File: src/rtl/venda_pkg.sv
// Shared types and constants for the vending-machine sale sequencer.
// Optional stock tracking is built only when ESTOQUE_EN is defined.
package venda_pkg;

  localparam int PROD_W    = 4;
  localparam int PRECO_W   = 3;
  localparam int MOEDA_W   = 2;
  localparam int N_PROD    = 1 << PROD_W;
  localparam int ESTOQUE_W = 4;
  localparam logic [ESTOQUE_W-1:0] ESTOQUE_INI = 4'd9;

  // Encoding is visible on the estados output, so values are fixed.
  typedef enum logic [2:0] {
    OCIOSO      = 3'd0,
    SELECIONADO = 3'd1,
    PAGANDO     = 3'd2,
    LIBERANDO   = 3'd3,
    TROCO       = 3'd4
  } estado_t;

  // States in which inserted coins are credited rather than rejected.
  function automatic logic aceita_moedas(input estado_t e);
    return (e == OCIOSO) || (e == SELECIONADO) || (e == PAGANDO);
  endfunction

  // States in which the buyer may still cancel and the timeout runs.
  function automatic logic em_selecao(input estado_t e);
    return (e == SELECIONADO) || (e == PAGANDO);
  endfunction

endpackage

File: src/rtl/controle_venda_if.sv
// Bundle of keypad, coin, dispenser and change-hopper signals of the sale sequencer.
// The esgotado line exists only when ESTOQUE_EN is defined.
interface controle_venda_if #(
  parameter int CRED_W = 4
);
  import venda_pkg::*;

  // Every *_ack/OK/cancela/moeda_ok input is a single-cycle pulse; dispensar
  // and troco_req are levels held until the matching ack is sampled high.
  logic                existe;
  logic [PROD_W-1:0]   produto;
  logic [PRECO_W-1:0]  valor;
  logic                OK;
  logic                cancela;
  logic                moeda_ok;
  logic [MOEDA_W-1:0]  moeda_val;
  logic                disp_ack;
  logic                troco_ack;
  logic                dispensar;
  logic [PROD_W-1:0]   produto_out;
  logic                troco_req;
  logic [CRED_W-1:0]   credito;
  logic                moeda_rejeita;
  logic                limpa_digitos;
  logic [2:0]          estados;
`ifdef ESTOQUE_EN
  logic                esgotado;
`endif

  modport slave (
    input  existe, produto, valor, OK, cancela, moeda_ok, moeda_val,
           disp_ack, troco_ack,
    output dispensar, produto_out, troco_req, credito, moeda_rejeita,
           limpa_digitos, estados
`ifdef ESTOQUE_EN
    , output esgotado
`endif
  );

  modport master (
    output existe, produto, valor, OK, cancela, moeda_ok, moeda_val,
           disp_ack, troco_ack,
    input  dispensar, produto_out, troco_req, credito, moeda_rejeita,
           limpa_digitos, estados
`ifdef ESTOQUE_EN
    , input esgotado
`endif
  );

endinterface

File: src/rtl/controle_venda_temporizador.sv
// Idle timeout for the selection/payment phase: counts while run is high,
// restarts on clear, and flags expira once TIMEOUT_CICLOS-1 is reached.
module temporizador_venda #(
  parameter int TIMEOUT_CICLOS = 1000
) (
  input  logic clk,
  input  logic rst_n,
  input  logic run,
  input  logic clear,
  output logic expira
);

  localparam int CNT_W = (TIMEOUT_CICLOS > 1) ? $clog2(TIMEOUT_CICLOS) : 1;
  localparam logic [CNT_W-1:0] LIMITE = CNT_W'(TIMEOUT_CICLOS - 1);

  logic [CNT_W-1:0] cnt_q, cnt_d;

  // Counter saturates at LIMITE so expira stays asserted until cleared.
  always_comb begin
    cnt_d = cnt_q;
    if (clear) begin
      cnt_d = '0;
    end else if (run && (cnt_q != LIMITE)) begin
      cnt_d = cnt_q + CNT_W'(1);
    end
  end

  always_ff @(posedge clk or negedge rst_n) begin
    if (!rst_n) begin
      cnt_q <= '0;
    end else begin
      cnt_q <= cnt_d;
    end
  end

  assign expira = run && (cnt_q == LIMITE);

endmodule

File: src/rtl/controle_venda.sv
// Sale sequencer: selection, coin credit, dispense and unit-by-unit change.
// Defining ESTOQUE_EN adds per-product stock counters and the esgotado output.
module controle_venda
  import venda_pkg::*;
#(
  parameter int TIMEOUT_CICLOS = 1000,
  parameter int CRED_W         = 4
) (
  input  logic                clk,
  input  logic                rst_n,
  controle_venda_if.slave     bus
);

  localparam logic [CRED_W-1:0] CRED_MAX = '1;

  estado_t             estado_q, estado_d;
  logic [CRED_W-1:0]   credito_q, credito_d;
  logic [PROD_W-1:0]   produto_q, produto_d;
  logic [PRECO_W-1:0]  preco_q, preco_d;
  logic                rejeita_q, rejeita_d;
  logic                limpa_q, limpa_d;

  logic [CRED_W:0]     moeda_ext;
  logic [CRED_W:0]     soma;
  logic [CRED_W-1:0]   credito_pos;
  logic [CRED_W-1:0]   preco_ext;
  logic [CRED_W-1:0]   resto;
  logic                moeda_valida, moeda_cabe, moeda_aceita;
  logic                vendavel, entrega, expira;
  logic                tmr_run, tmr_clear;

  // Coin path: the extra sum bit exposes overflow past CRED_MAX.
  assign moeda_ext    = {{(CRED_W + 1 - MOEDA_W){1'b0}}, bus.moeda_val};
  assign soma         = {1'b0, credito_q} + moeda_ext;
  assign moeda_valida = bus.moeda_ok && (bus.moeda_val != '0);
  assign moeda_cabe   = (soma <= {1'b0, CRED_MAX});
  assign moeda_aceita = moeda_valida && aceita_moedas(estado_q) && moeda_cabe;
  assign credito_pos  = moeda_aceita ? soma[CRED_W-1:0] : credito_q;
  assign rejeita_d    = moeda_valida && !moeda_aceita;

  assign preco_ext = {{(CRED_W - PRECO_W){1'b0}}, preco_q};
  assign resto     = credito_q - preco_ext;
  assign entrega   = (estado_q == LIBERANDO) && bus.disp_ack;

`ifdef ESTOQUE_EN
  logic [ESTOQUE_W-1:0] estoque_q [N_PROD];

  always_ff @(posedge clk or negedge rst_n) begin
    if (!rst_n) begin
      for (int i = 0; i < N_PROD; i++) begin
        estoque_q[i] <= ESTOQUE_INI;
      end
    end else if (entrega && (estoque_q[produto_q] != '0)) begin
      estoque_q[produto_q] <= estoque_q[produto_q] - ESTOQUE_W'(1);
    end
  end

  assign vendavel     = bus.existe && (estoque_q[bus.produto] != '0);
  assign bus.esgotado = (estado_q == OCIOSO) ? (estoque_q[bus.produto] == '0)
                                             : (estoque_q[produto_q] == '0);
`else
  assign vendavel = bus.existe;
`endif

  always_comb begin
    estado_d  = estado_q;
    credito_d = credito_pos;
    produto_d = produto_q;
    preco_d   = preco_q;
    limpa_d   = 1'b0;
    unique case (estado_q)
      OCIOSO: begin
        if (bus.OK) begin
          if (vendavel) begin
            produto_d = bus.produto;
            preco_d   = bus.valor;
            estado_d  = SELECIONADO;
          end else begin
            limpa_d = 1'b1;
          end
        end
      end
      SELECIONADO, PAGANDO: begin
        // A coin accepted this cycle restarts the timeout, so it masks expira.
        if (bus.cancela || (expira && !moeda_aceita)) begin
          estado_d = (credito_pos != '0) ? TROCO : OCIOSO;
          limpa_d  = 1'b1;
        end else if (credito_q >= preco_ext) begin
          estado_d = LIBERANDO;
        end else begin
          estado_d = PAGANDO;
        end
      end
      LIBERANDO: begin
        if (bus.disp_ack) begin
          credito_d = resto;
          estado_d  = (resto != '0) ? TROCO : OCIOSO;
          limpa_d   = 1'b1;
        end
      end
      TROCO: begin
        if (credito_q == '0) begin
          estado_d = OCIOSO;
        end else if (bus.troco_ack) begin
          credito_d = credito_q - CRED_W'(1);
          if (credito_q == CRED_W'(1)) begin
            estado_d = OCIOSO;
          end
        end
      end
      default: begin
        estado_d = OCIOSO;
      end
    endcase
  end

  always_ff @(posedge clk or negedge rst_n) begin
    if (!rst_n) begin
      estado_q  <= OCIOSO;
      credito_q <= '0;
      produto_q <= '0;
      preco_q   <= '0;
      rejeita_q <= 1'b0;
      limpa_q   <= 1'b0;
    end else begin
      estado_q  <= estado_d;
      credito_q <= credito_d;
      produto_q <= produto_d;
      preco_q   <= preco_d;
      rejeita_q <= rejeita_d;
      limpa_q   <= limpa_d;
    end
  end

  assign tmr_run   = em_selecao(estado_q);
  assign tmr_clear = (estado_d != estado_q) || moeda_aceita;

  temporizador_venda #(
    .TIMEOUT_CICLOS (TIMEOUT_CICLOS)
  ) u_temporizador (
    .clk    (clk),
    .rst_n  (rst_n),
    .run    (tmr_run),
    .clear  (tmr_clear),
    .expira (expira)
  );

  assign bus.dispensar     = (estado_q == LIBERANDO);
  assign bus.troco_req     = (estado_q == TROCO);
  assign bus.produto_out   = produto_q;
  assign bus.credito       = credito_q;
  assign bus.moeda_rejeita = rejeita_q;
  assign bus.limpa_digitos = limpa_q;
  assign bus.estados       = estado_q;

endmodule

File: src/flat_wrapper.sv
// flat-port wrapper written by rule: the top's interface ports become plain ports
module controle_venda_flat import venda_pkg::*;
#(
  parameter int TIMEOUT_CICLOS = 1000,
  parameter int CRED_W         = 4
)
  (clk, rst_n, bus_existe, bus_produto, bus_valor, bus_OK, bus_cancela, bus_moeda_ok, bus_moeda_val, bus_disp_ack, bus_troco_ack, bus_dispensar, bus_produto_out, bus_troco_req, bus_credito, bus_moeda_rejeita, bus_limpa_digitos, bus_estados);
  controle_venda_if #(.CRED_W(CRED_W)) bus_i ();
  input  logic clk;
  input  logic rst_n;
  input wire logic [$bits(bus_i.existe)-1:0] bus_existe;
  input wire logic [$bits(bus_i.produto)-1:0] bus_produto;
  input wire logic [$bits(bus_i.valor)-1:0] bus_valor;
  input wire logic [$bits(bus_i.OK)-1:0] bus_OK;
  input wire logic [$bits(bus_i.cancela)-1:0] bus_cancela;
  input wire logic [$bits(bus_i.moeda_ok)-1:0] bus_moeda_ok;
  input wire logic [$bits(bus_i.moeda_val)-1:0] bus_moeda_val;
  input wire logic [$bits(bus_i.disp_ack)-1:0] bus_disp_ack;
  input wire logic [$bits(bus_i.troco_ack)-1:0] bus_troco_ack;
  output wire logic [$bits(bus_i.dispensar)-1:0] bus_dispensar;
  output wire logic [$bits(bus_i.produto_out)-1:0] bus_produto_out;
  output wire logic [$bits(bus_i.troco_req)-1:0] bus_troco_req;
  output wire logic [$bits(bus_i.credito)-1:0] bus_credito;
  output wire logic [$bits(bus_i.moeda_rejeita)-1:0] bus_moeda_rejeita;
  output wire logic [$bits(bus_i.limpa_digitos)-1:0] bus_limpa_digitos;
  output wire logic [$bits(bus_i.estados)-1:0] bus_estados;
  assign bus_i.existe = bus_existe;
  assign bus_i.produto = bus_produto;
  assign bus_i.valor = bus_valor;
  assign bus_i.OK = bus_OK;
  assign bus_i.cancela = bus_cancela;
  assign bus_i.moeda_ok = bus_moeda_ok;
  assign bus_i.moeda_val = bus_moeda_val;
  assign bus_i.disp_ack = bus_disp_ack;
  assign bus_i.troco_ack = bus_troco_ack;
  assign bus_dispensar = bus_i.dispensar;
  assign bus_produto_out = bus_i.produto_out;
  assign bus_troco_req = bus_i.troco_req;
  assign bus_credito = bus_i.credito;
  assign bus_moeda_rejeita = bus_i.moeda_rejeita;
  assign bus_limpa_digitos = bus_i.limpa_digitos;
  assign bus_estados = bus_i.estados;
  controle_venda #(.TIMEOUT_CICLOS(TIMEOUT_CICLOS), .CRED_W(CRED_W)) u_core (.clk(clk), .rst_n(rst_n), .bus(bus_i));
endmodule
File: config.mk
export PLATFORM = sky130hd
export DESIGN_NAME = controle_venda_flat
export DESIGN_NICKNAME = d
export VERILOG_FILES = /design/src/rtl/venda_pkg.sv /design/src/rtl/controle_venda_if.sv /design/src/rtl/controle_venda_temporizador.sv /design/src/rtl/controle_venda.sv /design/src/flat_wrapper.sv
export SDC_FILE = /design/constraint.sdc
export NUM_CORES = 1
export LEC_CHECK = 0
export CAP_MARGIN = 20
export CORE_MARGIN = 8
export CORE_UTILIZATION = 56
export CTS_BUF_LIST = sky130_fd_sc_hd__clkbuf_16
export DETAILED_ROUTE_END_ITERATION = 7
export GPL_TIMING_DRIVEN = 0
export PLACE_DENSITY = 0.91
export SYNTH_ARGS = -nofsm -noshare
export SYNTH_HDL_FRONTEND = slang
export SYNTH_HIERARCHICAL = 1
export SYNTH_SLANG_ARGS = --single-unit
File: constraint.sdc
create_clock -name clk -period 7.4 [get_ports clk]
set_input_delay 1.48 -clock clk [delete_from_list [all_inputs] [get_ports clk]]
set_output_delay 1.48 -clock clk [all_outputs]
set_load 0.005 [all_outputs]
==> summary.md, run 1 <==
| Metric | Value |
|---|---|
| Worst setup path end | `u_core/u_temporizador/cnt_q[0]` |
| Ant. Diodes | `0` |
| Max Freq | `254 MHz` |
| Clk_lat worst skew | `260 ps` |
| Fillers | `206` |
| DR WL/cell | `16.3 µm` |
| First-pass GRT wire length | `7250 µm` |
| Crit end category | `register` |
| Initial DRC count | `100` |
| Synth area leader | `dfrtp_1` |
| Final Hold Viols | `0` |
| I/O Buffers | `31` |
| Num CTS Buffers | `3` |
| Mapped Cells | `185` |
| Area of the multi-input gates | `0.00103 mm²` |
| Grt ovf | `0` |
| Top cell type's share of synthesized area | `36.7%` |
| Cell area power density | `379 mW/mm²` |
| R2r worst-path depth | `11` |
| Tmin final | `3940 ps` |
| GPL Wtd Cong | `0.906` |
| Htree depth | `1` |
| Cell area after synthesis | `0.00177 mm²` |
| Syn_nets | `213` |
| Top post-synthesis cells by area | `dfrtp_1 37%, ha_1 6.4%, nand2_1 3.8%` |
| CTS tree | `built` |
| Post-synth top flop | `dfrtp_1` |
| Clock Skews | `2.42 ps` |
| Clock buffer depth | `2` |
| Final wirelength | `4320 µm` |
| Seq. cell area | `651 µm²` |
| Outcome | `finished clean` |
| Core Area | `0.00303 mm²` |
| RSZ-0062 raised after global routing | `false` |
| IO Pins | `32` |
| Mean post-synth cell area | `9.58 µm²` |
| Synth cell types | `51` |
| Antenna viol nets, final | `0` |
| Startpoint Class | `primary input` |
| Number of nets in the layout | `250` |
| RR Endpoint | `u_core/u_temporizador/cnt_q[2]` |
| Critical Path AT | `4060 ps` |
| Critical path type | `in -> reg` |
| Total GRT Usage | `17.2%` |
| Max IR drop VDD | `223 µV` |
| Slew Viols, Final | `0` |
| Reg2Reg Launch Point | `u_core/bus.credito[0]` |
| Pwr Total | `861 µW` |
| Initial Util | `58.6%` |
| Final period util | `53.2%` |
| Slew @ Worst Pin | `590 ps` |
| Post-synth EDFFs | `0` |
| Post-synth ARST share | `100%` |
| Chip Width | `72.3 µm` |
| Root buf cell | `clkbuf_16` |
| Clock slew seen by the registers of the worst setup and hold paths | `70 ps` |
| Rel. slew slack | `60.5%` |
| Max_cap viols | `0` |
| Seq cells post-synth | `26` |
| Die height | `72.3 µm` |
| Clock Sinks | `26` |
| P&R area growth vs syn | `28.1%` |
| Vias per cell | `5.97` |
| Drt first pass iters | `4` |
| Flop-to-flop setup slack | `4550 ps` |
| Worst hold path type | `reg -> reg` |
| YS warnings | `6` |
| Worst hold margin | `511 ps` |
| Total vias in the final route | `1583` |
| Layout cells sized above 1 | `12.2%` |
| Seq/Total Area, Yosys | `36.7%` |
| Static Leak | `0.000974 µW` |
| Hold-fix buffers at CTS | `0` |
| Die area | `0.00522 mm²` |
| Worst Setup SP | `bus_moeda_val[0]` |
| Critical Path RT | `7530 ps` |
| Largest net degree at the start of global routing | `17` |
| Final setup TNS | `0 ps` |
| Final core occ | `75.0%` |
| Number of global-route vias before repair | `1606` |
| HPWL Detailed | `3100 µm` |
| Hold Path Depth | `1` |
| Placement row count | `20` |
| Post-CTS sizing | `0` |
| Crit path max fanout | `10` |
| Setup bufs post-CTS | `0` |
| Final setup fails | `0` |
| DRC | `0` |
| Antenna violations before repair | `0` |
-- registers in the layout (all words and copies together), names as in the netlist --
signal / cells
u_core/bus.limpa_digitos: 1
u_core/preco_q: 3
u_core/bus.produto_out: 4
u_core/u_temporizador/cnt_q: 10
u_core/bus.estados: 3
u_core/bus.moeda_rejeita: 1
u_core/bus.credito: 4
-- per-layer routing --
layer	up-vias	share of wire (%)	track usage, %
met5	-	0	0
met4	0	1.8	5.67
met3	12	7.5	4.27
met2	70	48	28.6
met1	754	42	21.0
li1	747	-	-
-- report_power, final --
part	total, µW	internal, µW	switching (µW)	leakage [µW]
sequential	218	185	33.3	0.000337
clock	156	108	48.1	0.0000511
combinational	487	227	260	0.000585
-- cell type report --
| cell class | count | share of cell area, % |
|---|---|---|
| clock inverter | 1 | 1.32 |
| timing repair buffer | 32 | 14.9 |
| multi-input combinational | 141 | 45.5 |
| tap | 44 | 2.42 |
| clock buffer | 3 | 3.31 |
| buffer | 7 | 2.15 |
| sequential | 26 | 28.7 |
| inverter | 11 | 1.82 |
-- kinds of logic (layout without fill, tap and decap cells) --
logic type	Yosys count	count (layout)	share of synthesized area [%]
compound gates	40	40	17.6
xor+xnor	8	8	3.95
fa+ha+maj	11	11	8.61
buf+inv	18	54	5.08
flops	26	26	36.7
mux	11	11	6.63
simple gates	71	71	21.5
-- synth_stat cells (all sizes together) (2+ instances only) --
cell type,instances
dfrtp,26
nand2,18
nor2,12
inv,11
nand3,10
a21oi,9
ha,9
buf,7
o21ai,7
mux2,6
xor2,6
mux2i,5
nand4,5
and3,4
nand2b,4
o221ai,4
o31ai,4
or3,4
a31oi,3
nor3,3
a211oi,2
a21o,2
and2,2
fa,2
nor2b,2
or4,2
xnor2,2
-- placed cells by master, fill, tap and decap left out, drive strengths merged, types with 7 or more instances in the layout --
| master | instances |
|---|---|
| a21oi | 9 |
| buf | 8 |
| clkdlybuf4s50 | 31 |
| dfrtp | 26 |
| ha | 9 |
| inv | 11 |
| nand2 | 18 |
| nand3 | 10 |
| nor2 | 12 |
| o21ai | 7 |
-- worst max-delay path: stages --
cell and delay (ps):
clkdlybuf4s50_1 430, ha_1 230, fa_1 460, nand3_1 150, nand3_4 160, a2111oi_4 420, nor2_1 80, o221ai_1 170
buf_1 370, nor2_1 110
-- per-stage QoR --
stage | worst slack [ps] | std cells | instance area (µm²)
after global placement | 3240 | 260 | 2140
final | 3460 | 265 | 2270
after global routing | 3280 | 265 | 2270
after floorplan | 3940 | 185 | 1770
after CTS | 3480 | 265 | 2270
after detailed placement | 3230 | 261 | 2170
-- worst min path at each step --
stage | endpoint | from | slack (ps)
2_1_floorplan | u_core/preco_q[0] | u_core/preco_q[0] | 480
3_3_place_gp | u_core/bus.produto_out[3] | u_core/bus.produto_out[3] | 490
3_5_place_dp | u_core/bus.produto_out[2] | u_core/bus.produto_out[2] | 500
4_1_cts | u_core/bus.produto_out[2] | u_core/bus.produto_out[2] | 510
5_1_grt | u_core/bus.produto_out[2] | u_core/bus.produto_out[2] | 530
6_report | u_core/bus.produto_out[2] | u_core/bus.produto_out[2] | 510
No activity file was read; power rests on OpenSTA's default activity.
==> run 2: changes to the inputs <==
- CORE_UTILIZATION: 56 -> 47
- PLACE_DENSITY: 0.91 -> 0.83
- clock period: 7.4 -> 3.35 ns (I/O delays scaled with it)
==> run 2 against run 1 <==
Against the previous run: wire length down 8.7%; die area up 15%; clock skew down 0.57 ps; largest power group unchanged; first-iteration DRC count increased by 9.0%; sequential share of layout area is 0.063 points lower; design area grew 0.22%; worst hold slack better by 1.9 ps; combinational power rose by 110%; clock power up 130%; clock-buffer cell count is the same; final cell count is 1.5% higher; global-route usage down 3.8 points; highest routed layer unchanged.
==> summary.md, run 2 (synthesis results as in run 1) <==
| Metric | Value |
|---|---|
| Number of nets in the layout | `250` |
| Clock Sinks | `26` |
| Crit path max fanout | `10` |
| Setup bufs post-CTS | `0` |
| Static Leak | `0.000974 µW` |
| Core Area | `0.00363 mm²` |
| Root buf cell | `clkbuf_16` |
| Clock slew seen by the registers of the worst setup and hold paths | `70 ps` |
| IO Pins | `32` |
| Hold_sp | `u_core/bus.produto_out[0]` |
| Ant. Diodes | `0` |
| Critical Path RT | `3480 ps` |
| Slew Viols, Final | `0` |
| Cell Chain, Critical Path | `clkdlybuf4s50_1, ha_1, fa_1, nand3_1, nand3_4, a2111oi_4, nor2_1, o221ai_1, buf_1, nor2_1` |
| Chip Width | `77.4 µm` |
| I/O Buffers | `31` |
| Critical path type | `in -> reg` |
| Placement Cell Area | `0.00217 mm²` |
| Drt first pass iters | `4` |
| Grt ovf | `0` |
| GPL Wtd Cong | `0.855` |
| Total vias in the final route | `1531` |
| Layout cells sized above 1 | `12.2%` |
| RR Endpoint | `u_core/u_temporizador/cnt_q[7]` |
| Cell area after layout | `0.00228 mm²` |
| Final Hold Viols | `0` |
| Clock buffer depth | `2` |
| Worst path slowest cell | `fa_1` |
| Max FFs per register | `10` |
| Rel. slew slack | `61.0%` |
| Die height | `77.4 µm` |
| Die area | `0.00599 mm²` |
| Hold-fix buffers at CTS | `0` |
| Area of the multi-input gates | `0.00103 mm²` |
| Final wirelength | `3940 µm` |
| DR WL/cell | `14.6 µm` |
| R2r worst-path depth | `9` |
| Reg2Reg Launch Point | `u_core/bus.credito[0]` |
| Clk_lat worst skew | `260 ps` |
| Final setup fails | `0` |
| Startpoint Class | `primary input` |
| Cell area power density | `814 mW/mm²` |
| Critical Path AT | `3260 ps` |
| Outcome | `finished clean` |
| Max Freq | `320 MHz` |
| Commonest non-fill, non-tap cell in the layout | `clkdlybuf4s50_1` |
| Total GRT Usage | `13.4%` |
| Endpoint, Worst Hold | `u_core/bus.produto_out[0]` |
| Pwr Total | `1850 µW` |
| Crit end category | `register` |
| Max IR drop VDD | `466 µV` |
| Final period util | `93.3%` |
| Vias per cell | `5.69` |
| Placement row count | `22` |
| Antenna violations before repair | `0` |
| Clock Skews | `1.85 ps` |
| DRC | `0` |
| P&R area growth vs syn | `28.4%` |
| First-pass GRT wire length | `6730 µm` |
| Tmin final | `3130 ps` |
| Slew @ Worst Pin | `584 ps` |
| Number of global-route vias before repair | `1466` |
| Initial Util | `48.8%` |
| Initial DRC count | `109` |
| Top reg by flops | `u_core/u_temporizador/cnt_q` |
| Antenna viol nets, final | `0` |
| Htree depth | `1` |
| Post-CTS sizing | `0` |
| CP dominant cell by count | `nor2_1` |
| Num CTS Buffers | `3` |
| Largest net degree at the start of global routing | `17` |
| Worst hold path type | `reg -> reg` |
| Commonest cells after routing, fill and taps aside | `31 x clkdlybuf4s50_1, 26 x dfrtp_1, 18 x nand2_1` |
| Fillers | `321` |
| Hold Path Depth | `1` |
| Max_cap viols | `0` |
| Seq. cell area | `651 µm²` |
| RSZ-0062 raised after global routing | `false` |
| Final core occ | `62.6%` |
| Flop-to-flop setup slack | `570 ps` |
| CP peak stage delay | `440 ps` |
| CTS tree | `built` |
| HPWL Detailed | `2970 µm` |
-- run 2: metrics by stage --
step           TNS [ps]  worst slack [ps]  hold WS [ps]  cells
4_1_cts               0               242           518    269
5_1_grt               0              79.8           536    269
3_3_place_gp          0              21.7           488    264
6_report              0               224           513    269
3_5_place_dp       -117             -25.2           503    265
2_1_floorplan         0               702           374    185
-- run 2: final cells by class --
| class | count | area share, % |
|---|---|---|
| Buffer | 7 | 2.14 |
| Clock buffer | 3 | 3.30 |
| Clock inverter | 1 | 1.32 |
| Inverter | 11 | 1.81 |
| Multi-Input combinational cell | 141 | 45.4 |
| Sequential cell | 26 | 28.6 |
| Tap cell | 48 | 2.64 |
| Timing Repair Buffer | 32 | 14.8 |
-- run 2: worst max-delay path, delay by kind of cell --
kind,cells,cell delay (ps)
buffers and inverters,2,810
adder cells (fa/ha/maj),2,670
AO/OA/AOI/OAI,2,610
AND/OR/NAND/NOR,4,490
-- run 2: worst max-delay path by stage --
stage | from | to | slack, ps | cells past startpoint
6_report | bus_moeda_val[0] | u_core/u_temporizador/cnt_q[7] | 220 | 10
4_1_cts | bus_moeda_val[0] | u_core/u_temporizador/cnt_q[7] | 240 | 10
3_5_place_dp | bus_moeda_val[0] | u_core/u_temporizador/cnt_q[1] | -30 | 10
3_3_place_gp | bus_moeda_val[0] | u_core/u_temporizador/cnt_q[1] | 20 | 10
2_1_floorplan | bus_moeda_val[0] | u_core/u_temporizador/cnt_q[0] | 700 | 9
5_1_grt | bus_moeda_val[0] | u_core/u_temporizador/cnt_q[1] | 80 | 10
-- run 2: per-layer routing --
| layer | part of all wire (%) | track usage (%) | vias to the layer above | wire length, µm |
|---|---|---|---|---|
| met5 | 0 | 0 | - | 0 |
| met2 | 46 | 20.4 | 49 | 1810 |
| li1 | - | - | 753 | - |
| met4 | 2.1 | 6.98 | 0 | 84 |
| met1 | 45 | 16.8 | 720 | 1790 |
| met3 | 6.4 | 3.92 | 9 | 254 |
-- run 2: report_power, final --
group | internal, µW | leakage [µW] | switching [µW]
Clock | 238 | 0.0000511 | 113
Combinational | 497 | 0.000585 | 521
Sequential | 408 | 0.000337 | 75.2
Total | 1140 | 0.000974 | 709
==> run 3: changes to the inputs <==
- CORE_UTILIZATION: 47 -> 57
- DONT_BUFFER_PORTS: not set -> 1
- PLACE_DENSITY: 0.83 -> 0.82
==> run 3 against run 2 <==
Against the previous run: clock skew is 2.1 ps higher; first-iteration DRC count is 10% higher; worst hold slack worse by 410 ps; sequential cell count stayed put; clock-buffer cell count stayed put; core utilization is 0.40 points higher; fmax is 10% higher; worst setup slack better by 290 ps; total power is 12% lower; die area is 14% lower; critical endpoint is now u_core/u_temporizador/cnt_q[2].
==> summary.md, run 3 (synthesis results as in run 1) <==
| Metric | Value |
|---|---|
| Outcome | `finished clean` |
| Top reg by flops | `u_core/u_temporizador/cnt_q` |
| Ant. Diodes | `0` |
| Core Area | `0.00300 mm²` |
| Hold-fix buffers at CTS | `0` |
| Worst Setup SP | `u_core/bus.credito[0]` |
| Critical Path RT | `3500 ps` |
| Max IR drop VDD | `539 µV` |
| RSZ-0062 raised after global routing | `false` |
| Max_cap viols | `0` |
| Antenna viol nets, final | `0` |
| CTS tree | `built` |
| Static Leak | `0.000830 µW` |
| Cell area power density | `861 mW/mm²` |
| Clock Sinks | `26` |
| Post-Layout Cell Count | `222` |
| Num CTS Buffers | `3` |
| Critical path type | `reg -> reg` |
| Root buf cell | `clkbuf_16` |
| DR WL/cell | `18.6 µm` |
| Clk_lat worst skew | `260 ps` |
| Die area | `0.00515 mm²` |
| First-pass GRT wire length | `6810 µm` |
| Tmin final | `2840 ps` |
| Total GRT Usage | `16.5%` |
| Grt ovf | `0` |
| IO Pins | `32` |
| Post-CTS sizing | `0` |
| Rel. slew slack | `65.4%` |
| P&R area growth vs syn | `6.78%` |
| Max Freq | `353 MHz` |
| Crit end category | `register` |
| Chip Width | `71.8 µm` |
| Total vias in the final route | `1470` |
| Slew @ Worst Pin | `515 ps` |
| Worst hold path type | `in -> async` |
| Slew Viols, Final | `0` |
| Htree depth | `1` |
| Startpoint Class | `register` |
| Commonest cells after routing, fill and taps aside | `26 x dfrtp_1, 18 x nand2_1, 12 x nor2_1` |
| Number of nets in the layout | `218` |
| Vias per cell | `6.62` |
| Die height | `71.8 µm` |
| Clock buffer depth | `2` |
| Final period util | `84.7%` |
| Antenna violations before repair | `0` |
| HPWL Detailed | `3070 µm` |
| Final Hold Viols | `0` |
| Critical Path AT | `2990 ps` |
| Commonest non-fill, non-tap cell in the layout | `dfrtp_1` |
| Placed Instances | `218` |
| Drt first pass iters | `4` |
| Clock Skews | `3.97 ps` |
| Crit path max fanout | `10` |
| Placement row count | `20` |
| Setup bufs post-CTS | `0` |
| Largest net degree at the start of global routing | `27` |
| Layout cells sized above 1 | `13.2%` |
| I/O Buffers | `0` |
| Final setup fails | `0` |
| Reg2Reg Launch Point | `u_core/bus.credito[0]` |
| Fillers | `258` |
| Final setup TNS | `0 ps` |
| Number of global-route vias before repair | `1462` |
| Initial Util | `59.0%` |
| Max FFs per register | `10` |
| Clock slew seen by the registers of the worst setup and hold paths | `60 ps` |
| DRC | `0` |
| Initial DRC count | `120` |
| Final wirelength | `4140 µm` |
| GPL Wtd Cong | `0.971` |
-- run 3: changes by cell type in the layout (fill, tap and decap cells not counted) --
cell / change
clkdlybuf4s50_1: -31
bufinv_16: -1
clkinv_1: +1
buf_16: -1
-- run 3: metrics by stage --
stage	hold WS [ps]	worst slack (ps)	utilization (%)	cell area (µm²)	power (µW)
finish	99.6	514	63.0	1890	1630
detailed placement	375	452	60.4	1810	1350
global placement	375	511	60.4	1810	1290
floorplan	374	702	-	1770	1160
CTS	99.3	516	63.0	1890	1630
global route	91.8	359	63.0	1890	1750
-- run 3: layout make-up --
class                   instances  area (µm²)  area share, %
flip-flops and latches         26         651           34.4
plain buffers                   7        48.8           2.58
clock inverters                 1        3.75          0.198
inverters                      11        41.3           2.18
well taps                      33        41.3           2.18
clock buffers                   3        75.1           3.97
multi-input cells             141        1030           54.5
-- run 3: per-layer routing --
metal	global-route usage (%)	vias to the layer above	share of wire, %
met3	5.16	4	9.6
met5	0	-	0
met4	6.12	0	1.2
li1	-	680	-
met1	19.6	715	41
met2	27.0	71	48
-- run 3: critical path: stages, from the launching register on --
cell and delay, ps:
dfrtp_1 470, inv_1 150, ha_1 200, inv_1 60, fa_1 400, a21o_1 180
a211oi_1 420, a2111oi_4 110, nor2_1 120, o221ai_1 110, buf_1 230, a211oi_1 280
-- run 3: path summary, 6_finish.rpt --
path,to,slack [ps],cells after the start
max in group asynchronous,u_core/bus.credito[1],3170,0
min in group clk,u_core/preco_q[0],530,1
worst min register to register,u_core/preco_q[0],530,1
worst min-delay path,u_core/bus.produto_out[2],100,0
worst max-delay path,u_core/u_temporizador/cnt_q[2],510,11
worst max register to register,u_core/u_temporizador/cnt_q[2],510,11
-- run 3: power by group --
| part | switching (µW) | internal, µW |
|---|---|---|
| Combinational | 499 | 360 |
| Sequential | 95.6 | 409 |
| Clock | 105 | 160 |
